==> src/rtl/pipelined_addsub_if.sv <==
// Handshake bundle for pipelined_addsub: operand side (in_*) and result side (out_*).
// The design takes the slave modport and the operand producer/result consumer takes the master.
interface pipelined_addsub_if #(
    parameter int WIDTH = 16
);
    logic             in_valid;
    logic             in_ready;
    logic [WIDTH-1:0] a;
    logic [WIDTH-1:0] b;
    logic             cin;
    logic             sub;
    logic             out_valid;
    logic             out_ready;
    logic [WIDTH-1:0] sum;
    logic             cout;
    logic             ovf;

    modport master (
        output in_valid, a, b, cin, sub, out_ready,
        input  in_ready, out_valid, sum, cout, ovf
    );

    modport slave (
        input  in_valid, a, b, cin, sub, out_ready,
        output in_ready, out_valid, sum, cout, ovf
    );
endinterface

==> src/rtl/pipelined_addsub.sv <==
// Carry-pipelined adder/subtractor: STAGES slices of WIDTH/STAGES bits, LSB slice first,
// with a global stall (adv). WIDTH must be a multiple of STAGES.
module pipelined_addsub #(
    parameter int WIDTH  = 16,
    parameter int STAGES = 4
) (
    input logic               clk,
    input logic               rst_n,
    pipelined_addsub_if.slave bus
);
    localparam int SW = WIDTH / STAGES;

    // Stage k inputs; sa words hold finished sum bits below slice k and raw A bits from slice k up.
    logic [WIDTH-1:0]  sa_in  [STAGES];
    logic [WIDTH-1:0]  bx_in  [STAGES];
    logic [STAGES-1:0] cy_in;
    logic [STAGES-1:0] vld_in;

    logic [WIDTH-1:0]  sa_d   [STAGES];
    logic [STAGES-1:0] cy_d;
    logic              ovf_d;

    logic [WIDTH-1:0]  sa_q   [STAGES];
    logic [WIDTH-1:0]  bx_q   [STAGES];
    logic [STAGES-1:0] cy_q;
    logic [STAGES-1:0] vld_q;
    logic              ovf_q;

    logic              adv;
    logic              unused_bx;

    assign adv       = bus.out_ready || !vld_q[STAGES-1];
    assign unused_bx = ^bx_q[STAGES-1];

    always_comb begin
        sa_in     = '{default: '0};
        bx_in     = '{default: '0};
        cy_in     = '0;
        vld_in    = '0;
        sa_in[0]  = bus.a;
        bx_in[0]  = bus.b ^ {WIDTH{bus.sub}};
        cy_in[0]  = bus.cin ^ bus.sub;
        vld_in[0] = bus.in_valid;
        for (int k = 1; k < STAGES; k++) begin
            sa_in[k]  = sa_q[k-1];
            bx_in[k]  = bx_q[k-1];
            cy_in[k]  = cy_q[k-1];
            vld_in[k] = vld_q[k-1];
        end
    end

    always_comb begin
        logic [SW:0] t;
        t     = '0;
        sa_d  = '{default: '0};
        cy_d  = '0;
        ovf_d = 1'b0;
        for (int k = 0; k < STAGES; k++) begin
            t = {1'b0, sa_in[k][k*SW +: SW]} + {1'b0, bx_in[k][k*SW +: SW]}
              + {{SW{1'b0}}, cy_in[k]};
            sa_d[k]              = sa_in[k];
            sa_d[k][k*SW +: SW]  = t[SW-1:0];
            cy_d[k]              = t[SW];
            // Carry into the MSB is recovered from the MSB sum bit and its two operand bits.
            if (k == STAGES - 1) begin
                ovf_d = t[SW] ^ (t[SW-1] ^ sa_in[k][WIDTH-1] ^ bx_in[k][WIDTH-1]);
            end
        end
    end

    // ---- stage registers: control and result words ----
    always_ff @(posedge clk or negedge rst_n) begin
        if (!rst_n) begin
            vld_q <= '0;
            cy_q  <= '0;
            ovf_q <= 1'b0;
            sa_q  <= '{default: '0};
        end else if (adv) begin
            vld_q <= vld_in;
            cy_q  <= cy_d;
            ovf_q <= ovf_d;
            sa_q  <= sa_d;
        end
    end

    // ---- stage registers: delayed B operand (no reset needed) ----
    always_ff @(posedge clk) begin
        if (adv) begin
            bx_q <= bx_in;
        end
    end

    assign bus.in_ready  = adv;
    assign bus.out_valid = vld_q[STAGES-1];
    assign bus.sum       = sa_q[STAGES-1];
    assign bus.cout      = cy_q[STAGES-1];
    assign bus.ovf       = ovf_q;
endmodule
==> src/flat_wrapper.sv <==
// flat-port wrapper written by rule: the top's interface ports become plain ports
module pipelined_addsub_flat 
#(
    parameter int WIDTH  = 16,
    parameter int STAGES = 4
)
  (clk, rst_n, bus_in_valid, bus_a, bus_b, bus_cin, bus_sub, bus_out_ready, bus_in_ready, bus_out_valid, bus_sum, bus_cout, bus_ovf);
  pipelined_addsub_if #(.WIDTH(WIDTH)) bus_i ();
  input logic clk;
  input logic rst_n;
  input wire logic [$bits(bus_i.in_valid)-1:0] bus_in_valid;
  input wire logic [$bits(bus_i.a)-1:0] bus_a;
  input wire logic [$bits(bus_i.b)-1:0] bus_b;
  input wire logic [$bits(bus_i.cin)-1:0] bus_cin;
  input wire logic [$bits(bus_i.sub)-1:0] bus_sub;
  input wire logic [$bits(bus_i.out_ready)-1:0] bus_out_ready;
  output wire logic [$bits(bus_i.in_ready)-1:0] bus_in_ready;
  output wire logic [$bits(bus_i.out_valid)-1:0] bus_out_valid;
  output wire logic [$bits(bus_i.sum)-1:0] bus_sum;
  output wire logic [$bits(bus_i.cout)-1:0] bus_cout;
  output wire logic [$bits(bus_i.ovf)-1:0] bus_ovf;
  assign bus_i.in_valid = bus_in_valid;
  assign bus_i.a = bus_a;
  assign bus_i.b = bus_b;
  assign bus_i.cin = bus_cin;
  assign bus_i.sub = bus_sub;
  assign bus_i.out_ready = bus_out_ready;
  assign bus_in_ready = bus_i.in_ready;
  assign bus_out_valid = bus_i.out_valid;
  assign bus_sum = bus_i.sum;
  assign bus_cout = bus_i.cout;
  assign bus_ovf = bus_i.ovf;
  pipelined_addsub #(.WIDTH(WIDTH), .STAGES(STAGES)) u_core (.clk(clk), .rst_n(rst_n), .bus(bus_i));
endmodule
==> config.mk <==
export PLATFORM = sky130hd
export DESIGN_NAME = pipelined_addsub_flat
export DESIGN_NICKNAME = d
export VERILOG_FILES = /design/src/rtl/pipelined_addsub_if.sv /design/src/rtl/pipelined_addsub.sv /design/src/flat_wrapper.sv
export SDC_FILE = /design/constraint.sdc
export NUM_CORES = 1
export LEC_CHECK = 0
export ABC_AREA = 1
export CAP_MARGIN = 10
export CELL_PAD_IN_SITES_DETAIL_PLACEMENT = 1
export CELL_PAD_IN_SITES_GLOBAL_PLACEMENT = 1
export CORE_UTILIZATION = 46
export DETAILED_ROUTE_END_ITERATION = 6
export PLACE_DENSITY_LB_ADDON = 0.12
export SLEW_MARGIN = 15
export SYNTH_ARGS = -nofsm -noshare
export SYNTH_HDL_FRONTEND = slang
export SYNTH_SLANG_ARGS = --single-unit
==> constraint.sdc <==
create_clock -name clk -period 3.65 [get_ports clk]
set_clock_uncertainty 0.2 [all_clocks]
set_input_delay 0.73 -clock clk [delete_from_list [all_inputs] [get_ports clk]]
set_output_delay 0.73 -clock clk [all_outputs]
set_load 0.05 [all_outputs]
==> results of run 1 <==
==> per-stage QoR <==
step	power, W	area (um^2)
after detailed placement	0.00363	4820
after floorplan	0.00304	4170
after global placement	0.00351	4820
after CTS	0.00435	5020
final	0.00429	5020
after global routing	0.00463	5020
==> power by group through the flow <==
stage	Combinational (W)	Clock, W	Sequential, W
after CTS	0.00180	0.000721	0.00183
final	0.00177	0.000699	0.00182
after detailed placement	0.00178	0	0.00185
after global placement	0.00168	0	0.00183
after global routing	0.00199	0.000762	0.00188
after floorplan	0.000889	0	0.00215
==> worst max path at each step <==
stage	cells after the start	from	slack, ns	end
after floorplan	8	bus_sub	0.99	u_core.sa_d[34]
after global placement	7	bus_sub	0.75	u_core.sa_d[34]
after detailed placement	7	bus_sub	0.61	u_core.sa_d[34]
after CTS	7	bus_sub	0.99	u_core.sa_d[34]
after global routing	7	bus_sub	0.90	u_core.sa_d[34]
final	7	bus_sub	1.00	u_core.sa_d[34]
==> worst max-delay path, delay by kind of cell <==
kind / cells / cell delay (ns)
compound gates: 1 / 0.09
simple gates: 2 / 0.31
xor+xnor: 1 / 0.13
fa+ha+maj: 2 / 0.84
buf+inv: 1 / 0.57
==> sequential cells by signal, summed over array words and instances (netlist names) <==
| name | count |
|---|---|
| u_core.bus.ovf | 1 |
| u_core.bus.sum | 16 |
| u_core.vld_q | 4 |
| u_core.sa_d | 36 |
| u_core.sa_in | 12 |
| u_core.cy_q | 4 |
| u_core.bx_in | 24 |
==> placed cells by master (no fill, tap or decap), types with 9 or more instances in the layout <==
master,n
clkbuf_8,9
nand3_1,11
nand2_1,136
clkdlybuf4s50_1,55
inv_1,35
edfxtp_1,24
xor2_1,15
ha_1,12
dfrtp_1,73
o21ai_0,39
nor2_1,11
==> metal layers <==
layer | up-vias | wire, um
met5 | - | 0
met4 | 0 | 133
met3 | 10 | 294
met2 | 56 | 3860
met1 | 1352 | 3790
li1 | 1384 | -
==> cells by family (layout without fill, tap and decap cells) <==
group	Yosys count	count (layout)	share of synthesized area, %
xor gates and xnor gates	21	21	4.41
buffers and inverters	53	112	5.34
AOI/OAI and AO/OA	50	50	6.12
and+or+nand+nor	164	164	15.7
DFF	97	97	61.0
adders and majority gates	20	20	7.44
==> final cells by class <==
type | count | area, um^2
Inverter | 36 | 135
Timing Repair Buffer | 60 | 601
Tap cell | 108 | 135
Fill cell | 977 | 3750
Sequential cell | 97 | 2550
Clock inverter | 5 | 65.1
Clock buffer | 11 | 131
Multi-Input combinational cell | 255 | 1400
==> results.json, run 1 <==
{
  "status": "completed",
  "worst_slew_pin_slew_ns": 0.915,
  "globalRoute.busiestLayer": "met2",
  "crit_path_max_incr_delay_ns": 0.57,
  "ys.flop_type": "dfrtp_1",
  "post_cts.repair.setup_buffers": 0,
  "reg2reg_to": "u_core.bus.ovf",
  "grt_setup_unrepaired": "no",
  "grt_max_degree": 92,
  "summed_negative_setup_slack_over_all_endpoints_ns": 0,
  "p_sw_w": 0.00175,
  "vertical_die_dimension_um": 97.2,
  "drc": 0,
  "p_seq_share_pct": 42.5,
  "synth-async-reset-ratio_pct": 75.3,
  "detail_route.wirelength_mm": 8.07,
  "p_comb_share_pct": 41.2,
  "cts_inserted_buffers": 9,
  "vias_per_cell": 4.90,
  "width_of_the_die_um": 97.2,
  "path_common_cell": "fa_1",
  "cts_buffer_depth": 2,
  "synthesis.area_mm2": 0.00417,
  "groute.usage.overall_pct": 19.1,
  "detailroute.via_count": 2802,
  "global_route_track_usage_on_met3_pct": 3.67,
  "portion_of_total_power_attributed_to_the_clock_network_pct": 16.3,
  "timing.critical_path.arrival_ns": 2.68,
  "worstSkewPairLatency_ns": 0.36,
  "cells_on_worst_hold_path": 0,
  "hpwlAfterDp_mm": 5.34,
  "flow.area_growth_from_synthesis_pct": 20.2,
  "final-hold-violation-count": 0,
  "intPower_w": 0.00254,
  "groute.layer.met2.usage_pct": 31.0,
  "gp_routability_congestion": 0.735,
  "detailedRoute.firstIterationViolations": 147,
  "yosys.area.top_type": "dfrtp_1",
  "p_leak_nw": 2.35,
  "yosysMostFrequentCell": "nand2_1",
  "global_route_track_usage_on_met1_pct": 25.8,
  "final_layout_size_suffix_gt1_share_pct": 4.74,
  "stdcell_count": 572,
  "critical-path-slowest-cell": "clkdlybuf4s50_1",
  "hold-path-endpoint": "u_core.bx_in[24]",
  "routed_wire_length_per_instance_um": 14.1,
  "top_level_ports": 58,
  "floorplan.initialDensity_pct": 47.6,
  "max_slew_violation_count": 0,
  "rows": 34,
  "grt_antenna_before_repair": 0,
  "wire_length_of_the_first_global_routing_pass_mm": 14.2,
  "buffer_ports.inserted": 57,
  "antenna-diode-count": 0,
  "clock_tree.root_cell": "clkbuf_8",
  "timing.setup.critical_path_class": "input pin to flip-flop",
  "path_cells": "clkdlybuf4s50_1 > xnor2_1 > fa_1 > fa_1 > nor2_1 > nand3b_1 > o21ai_0",
  "ys_ff_latch": 97,
  "timing.final.crit_period_ns": 2.65,
  "layout.nets": 517,
  "synthesis.nets": 463,
  "worstHoldPathType": "flip-flop to flip-flop",
  "vdd_ir_drop_max_v": 0.000307,
  "worst-r2r-setup-slack_ns": 1.69,
  "p_sw_share_pct": 40.7,
  "post_cts_resized": 0,
  "r2r_cells": 10,
  "count_of_warnings_emitted_by_yosys": 0,
  "fin_worst_hold_slack_ns": 0.228,
  "cts_tree": "done",
  "endpoint_kind": "flip-flop",
  "worst-endpoint-required_ns": 3.68,
  "ranking_of_synthesized_cells_by_instance_count": "nand2_1, dfrtp_1, o21ai_0, inv_1, edfxtp_1",
  "placeableCoreArea_mm2": 0.00876,
  "place.detailed.instances": 556,
  "max_clock_freq_mhz": 378,
  "cap_viol_max_count": 0,
  "synthesis.instances": 405,
  "setup-violations-final": 0,
  "edff_count_synth": 24,
  "layout_setup_ws_ns": 1.00,
  "final.period_utilization_pct": 72.5,
  "utilization_pct": 57.3,
  "pre_cts_slack_ns": 0.608,
  "timing.slew.headroom_pct": 39.0,
  "cts_sinks": 97,
  "first_global_vias": 3014,
  "worst_setup_hold_path_clk_slew_ns": 0.09,
  "critical_path.reg2reg.startpoint": "u_core.cy_q[2]",
  "cts_hold_repair.buffers": 0,
  "hold_start": "u_core.bx_in[40]",
  "grt.overflow.total": 0,
  "post_synth_main_area_contributors": "dfrtp_1, edfxtp_1, nand2_1",
  "start_kind": "input pin",
  "critical_path_peak_fanout": 3,
  "cts_h_tree_lvls": 3,
  "synth_top_area_share_pct": 43.8,
  "die-area_mm2": 0.00946,
  "average_footprint_of_a_synthesized_cell_um2": 10.3,
  "drt_pass1_iterations": 4,
  "synth_cell_types": 22,
  "seq_area_frac_synth_pct": 61.0,
  "power.density_cell_area_mw_per_mm2": 855,
  "antenna_left": 0
}
Power figures use the tool's default switching activity.
==> inputs of run 2 (changes only) <==
- CORE_UTILIZATION: 46 -> 38
- clock period: 3.65 -> 2.13 ns (I/O delays scaled with it)
==> run 2 against run 1 <==
Global-route usage decreased by 2.8 points. Clock power grew 89%. Sequential power grew 73%. Count of clock-buffer cells in the layout is the same. Die area grew 21%. Critical path depth shrank 3. Flip-flop and latch count is the same. Cell area up 2.6%. Final cell count grew 6.1%. Hold slack got worse by 0.0015 ns. Critical path type is now input pin to output port. Critical endpoint is now bus_in_ready.
==> results.json, run 2 (synthesized netlist as in run 1, its figures left out) <==
{
  "top_layer_used": "met4",
  "worst_slew_pin_slew_ns": 0.482,
  "timing.slew.headroom_pct": 68.0,
  "top_level_ports": 58,
  "clock_tree.root_cell": "clkbuf_8",
  "summed_negative_setup_slack_over_all_endpoints_ns": 0,
  "die-area_mm2": 0.0114,
  "max_clock_freq_mhz": 492,
  "placeableCoreArea_mm2": 0.0105,
  "critical_path_depth": 4,
  "antenna-diode-count": 0,
  "drt_pass1_iterations": 4,
  "layout.nets": 524,
  "worstHoldPathType": "flip-flop to flip-flop",
  "final.period_utilization_pct": 95.4,
  "largest_register_ffs": 36,
  "grt_max_degree": 80,
  "timing.setup.critical_path_class": "input pin to output port",
  "p_leak_nw": 2.45,
  "grt_antenna_before_repair": 0,
  "cts_tree": "done",
  "power.density_cell_area_mw_per_mm2": 1450,
  "detailroute.via_count": 2823,
  "pre_cts_slack_ns": -0.534,
  "critical_path.reg2reg.startpoint": "u_core.cy_q[2]",
  "crit_path_max_incr_delay_ns": 0.50,
  "cap_viol_max_count": 0,
  "hold_start": "u_core.bx_in[30]",
  "path_buf_inv": 3,
  "layout.cells.most_common": "nand2_1",
  "cts_h_tree_lvls": 3,
  "timing.critical_path.arrival_ns": 1.41,
  "flow.area_growth_from_synthesis_pct": 23.3,
  "route.met2.wl_mm": 3.86,
  "fin_worst_hold_slack_ns": 0.227,
  "worst_setup_path_startpoint": "bus_out_ready",
  "worst-endpoint-required_ns": 1.50,
  "gp_routability_congestion": 0.757,
  "buffer_ports.inserted": 57,
  "worst_setup_hold_path_clk_slew_ns": 0.10,
  "r2r_cells": 10,
  "final_layout_size_suffix_gt1_share_pct": 10.8,
  "hpwlAfterDp_mm": 5.79,
  "final-hold-violation-count": 0,
  "vertical_die_dimension_um": 107,
  "grt.overflow.total": 0,
  "width_of_the_die_um": 107,
  "cts_buffer_depth": 2,
  "worstSkewPairLatency_ns": 0.35,
  "filler_cell_count": 1194,
  "status": "completed",
  "routed_wire_length_per_instance_um": 13.7,
  "drt-met1-wl_mm": 4.05,
  "start_kind": "input pin",
  "cts_inserted_buffers": 9,
  "antenna_left": 0,
  "critical-path-slowest-cell": "clkdlybuf4s50_1",
  "detail_route.wirelength_mm": 8.31,
  "rows": 37,
  "cells_on_worst_hold_path": 0,
  "critical-path-top-delay-family": "buffers and inverters",
  "setup-violations-final": 0,
  "drc": 0,
  "met3WireLength_um": 264,
  "critical_path_peak_fanout": 5,
  "path_cells": "clkdlybuf4s50_1 > nor2_4 > inv_2 > buf_4",
  "cts_sinks": 97,
  "post_cts.repair.setup_buffers": 0,
  "grt_setup_unrepaired": "no",
  "layout_setup_ws_ns": 0.0971,
  "max_slew_violation_count": 0,
  "endpoint_kind": "output port",
  "wire_length_of_the_first_global_routing_pass_mm": 14.4,
  "detailedRoute.firstIterationViolations": 167,
  "floorplan.initialDensity_pct": 39.9,
  "mostFrequentLayoutCells": "nand2_1, dfrtp_1, o21ai_0",
  "vias_per_cell": 4.65,
  "vdd_ir_drop_max_v": 0.000681,
  "groute.usage.overall_pct": 16.3,
  "timing.final.crit_period_ns": 2.03,
  "first_global_vias": 2968
}
## run 2: cell count changes in the layout (fill, tap and decap cells not counted), sizes merged
cell,before,now
clkdlybuf4s50,55,34
clkinvlp,2,0
dlygate4sd3,0,1
buf,5,28
inv,37,40
clkinv,1,0
dlygate4sd2,0,4
## run 2: final cells by class
type	instances	area (um^2)	share of cell area, %
tap	136	170	3.31
clock buffer	11	163	3.16
clock inverter	5	65.1	1.26
inverter	36	135	2.63
multi-input combinational	255	1430	27.8
sequential	97	2550	49.5
timing repair buffer	67	637	12.4
## run 2: final timing paths
kind                                       to  slack, ns
min in group asynchronous     u_core.vld_q[2]       0.34
setup reg to reg               u_core.bus.ovf       0.20
setup / recovery                 bus_in_ready        0.1
max in group asynchronous  u_core.bus.sum[14]       0.84
hold / removal               u_core.bx_in[14]       0.23
hold reg to reg              u_core.bx_in[14]       0.23
## run 2: repair_timing
| action | 4_1_cts | 5_1_grt |
|---|---|---|
| hold buffers | 1 | 0 |
| endpoints found under the hold margin | 32 | 0 |
| pin swaps | 0 | 0 |
| resized for setup | 5 | 1 |
| cloned | 0 | 0 |
| endpoints found under the setup margin | 6 | 1 |
## run 2: worst reg2reg max path, stage by stage (launching register included)
cell     delay, ns
dfrtp_1       0.44
fa_2          0.41
inv_1         0.08
fa_1          0.21
inv_1         0.05
nand3_1       0.10
nand2_1       0.07
nand2_1       0.09
nand3_1       0.07
nand2_1       0.07
nand2_1       0.04
## run 2: routing by layer
metal	track usage (%)	vias up
li1	-	1403
met1	22.7	1356
met2	25.5	53
met3	2.55	11
met4	6.46	0
met5	0	-
## run 2: power by group
part	switching, W	internal [W]	total (W)
combinational	0.00194	0.00105	0.00299
clock	0.000660	0.000664	0.00132
sequential	0.000426	0.00272	0.00315
total	0.00302	0.00444	0.00746
## run 2: per-stage QoR
stage	instance area, um^2	util, %	power (W)	instances
2_1_floorplan	4220	-	0.00522	405
3_3_place_gp	4910	46.9	0.00606	590
3_5_place_dp	4910	46.9	0.00621	590
4_1_cts	5140	49.2	0.00757	607
6_report	5150	49.2	0.00746	607
5_1_grt	5150	49.2	0.00806	607
==> inputs of run 3 (changes only) <==
- SETUP_SLACK_MARGIN: default -> 0.5
- SKIP_CTS_REPAIR_TIMING: default -> 1
==> run 3 against run 2 <==
Non-clock buffer count grew 22. Count of clock-buffer cells in the layout shrank 1. Register-to-register slack gained 0.04 ns. Combinational power grew 22%. Critical endpoint is now u_core.bus.ovf. Via count grew 3.7%. Clock power shrank 18%. Worst setup slack gained 0.14 ns. Global-route usage shrank 0.66 points. Critical path depth grew 6. Routed wire length grew 4.7%. Fmax grew 7.6%. Die area is the same. Critical path type is now flip-flop to flip-flop. Largest power group is now combinational cells.
==> results.json, run 3 (synthesized netlist as in run 1, its figures left out) <==
{
  "global_route_track_usage_on_met3_pct": 4.26,
  "floorplan.initialDensity_pct": 39.9,
  "grt_setup_unrepaired": "yes",
  "grt.overflow.total": 0,
  "globalRoute.busiestLayer": "met2",
  "timing.setup.critical_path_class": "flip-flop to flip-flop",
  "die-area_mm2": 0.0114,
  "worst_slew_pin_slew_ns": 0.326,
  "vertical_die_dimension_um": 107,
  "detail_route.wirelength_mm": 8.70,
  "drc": 0,
  "timing.final.crit_period_ns": 1.89,
  "first_global_vias": 2843,
  "max_slew_violation_count": 0,
  "start_kind": "flip-flop",
  "stdcell_area_mm2": 0.00546,
  "rows": 37,
  "layout_setup_ws_ns": 0.241,
  "layout.cells.most_common": "nand2_1",
  "wire_length_of_the_first_global_routing_pass_mm": 13.7,
  "placed_cell_area_mm2": 0.00491,
  "p_leak_nw": 2.61,
  "pre_cts_slack_ns": -0.549,
  "routed_wire_length_per_instance_um": 13.8,
  "largest_register_ffs": 36,
  "clock_tree.root_cell": "clkbuf_8",
  "cts_inserted_buffers": 9,
  "fin_worst_hold_slack_ns": 0.227,
  "drt_pass1_iterations": 4,
  "cts_sinks": 97,
  "mostFrequentLayoutCells": "nand2_1, dfrtp_1, buf_4",
  "top_level_ports": 58,
  "power.density_cell_area_mw_per_mm2": 1440,
  "groute.usage.overall_pct": 15.6,
  "worst_setup_hold_path_clk_slew_ns": 0.09,
  "detailroute.via_count": 2928,
  "vdd_ir_drop_max_v": 0.000969,
  "width_of_the_die_um": 107,
  "final_layout_size_suffix_gt1_share_pct": 21.7,
  "layout.nets": 546,
  "final.period_utilization_pct": 88.7,
  "cts_tree": "done",
  "cts_h_tree_lvls": 3,
  "final-hold-violation-count": 0,
  "flow.area_growth_from_synthesis_pct": 30.8,
  "grt_antenna_before_repair": 0,
  "status": "completed",
  "antenna_left": 0,
  "endpoint_kind": "flip-flop",
  "finalPower_w": 0.00787,
  "timing.slew.headroom_pct": 78.3,
  "buffer_ports.inserted": 57,
  "worstHoldPathType": "flip-flop to flip-flop",
  "timing.critical_path.arrival_ns": 1.96,
  "critical_path_peak_fanout": 3,
  "max_clock_freq_mhz": 529,
  "detailedRoute.firstIterationViolations": 157,
  "groute.layer.met2.usage_pct": 23.9,
  "worst-endpoint-required_ns": 2.20,
  "global_route_track_usage_on_met1_pct": 21.2,
  "placeableCoreArea_mm2": 0.0105,
  "gp_routability_congestion": 0.771,
  "worstSkewPairLatency_ns": 0.38,
  "vias_per_cell": 4.66,
  "summed_negative_setup_slack_over_all_endpoints_ns": 0,
  "cts_buffer_depth": 2,
  "antenna-diode-count": 0,
  "grt_max_degree": 54,
  "hpwlAfterDp_mm": 5.76,
  "cap_viol_max_count": 0,
  "setup-violations-final": 0
}
-- run 3: area by class of cell --
type	instances	area [um^2]
clock inverters	6	42.5
inverters	36	140
clock buffers	10	128
flip-flops and latches	97	2550
fillers	1212	5000
repair buffers	89	896
well taps	136	170
multi-input cells	255	1530
-- run 3: layer usage --
layer,vias to the layer above,part of all wire [%],routed length [um]
li1,1444,-,-
met1,1423,47,4130
met2,49,48,4170
met3,12,3.4,294
met4,0,1.3,111
met5,-,0,0
-- run 3: where the power goes --
group | switching [W] | internal (W)
registers | 0.000424 | 0.00273
logic | 0.00218 | 0.00146
clock network | 0.000652 | 0.000428
total | 0.00326 | 0.00461
-- run 3: per-stage QoR --
| stage | cells | util, % |
|---|---|---|
| after global placement | 589 | 46.9 |
| after floorplan | 405 | - |
| after CTS | 605 | 48.6 |
| after global routing | 629 | 52.2 |
| final | 629 | 52.2 |
| after detailed placement | 589 | 46.9 |
-- run 3: worst paths after layout --
path | start | endpoint | slack, ns | cells after the start
min in group asynchronous | rst_n | u_core.bus.sum[3] | 0.28 | 2
worst max-delay path | u_core.bx_in[12] | u_core.bus.ovf | 0.24 | 10
worst min-delay path | u_core.bx_in[43] | u_core.bx_in[27] | 0.23 | 0
worst min register to register | u_core.bx_in[43] | u_core.bx_in[27] | 0.23 | 0
worst max register to register | u_core.bx_in[12] | u_core.bus.ovf | 0.24 | 10
max in group asynchronous | rst_n | u_core.cy_q[2] | 0.87 | 3
-- run 3: worst max-delay path, cell delays in order (launching register included) --
cell,delay (ns)
edfxtp_1,0.44
fa_2,0.42
inv_2,0.07
fa_2,0.22
inv_2,0.05
nand3_4,0.07
nand2_2,0.05
nand2_2,0.09
nand3_2,0.06
nand2_1,0.07
nand2_1,0.04
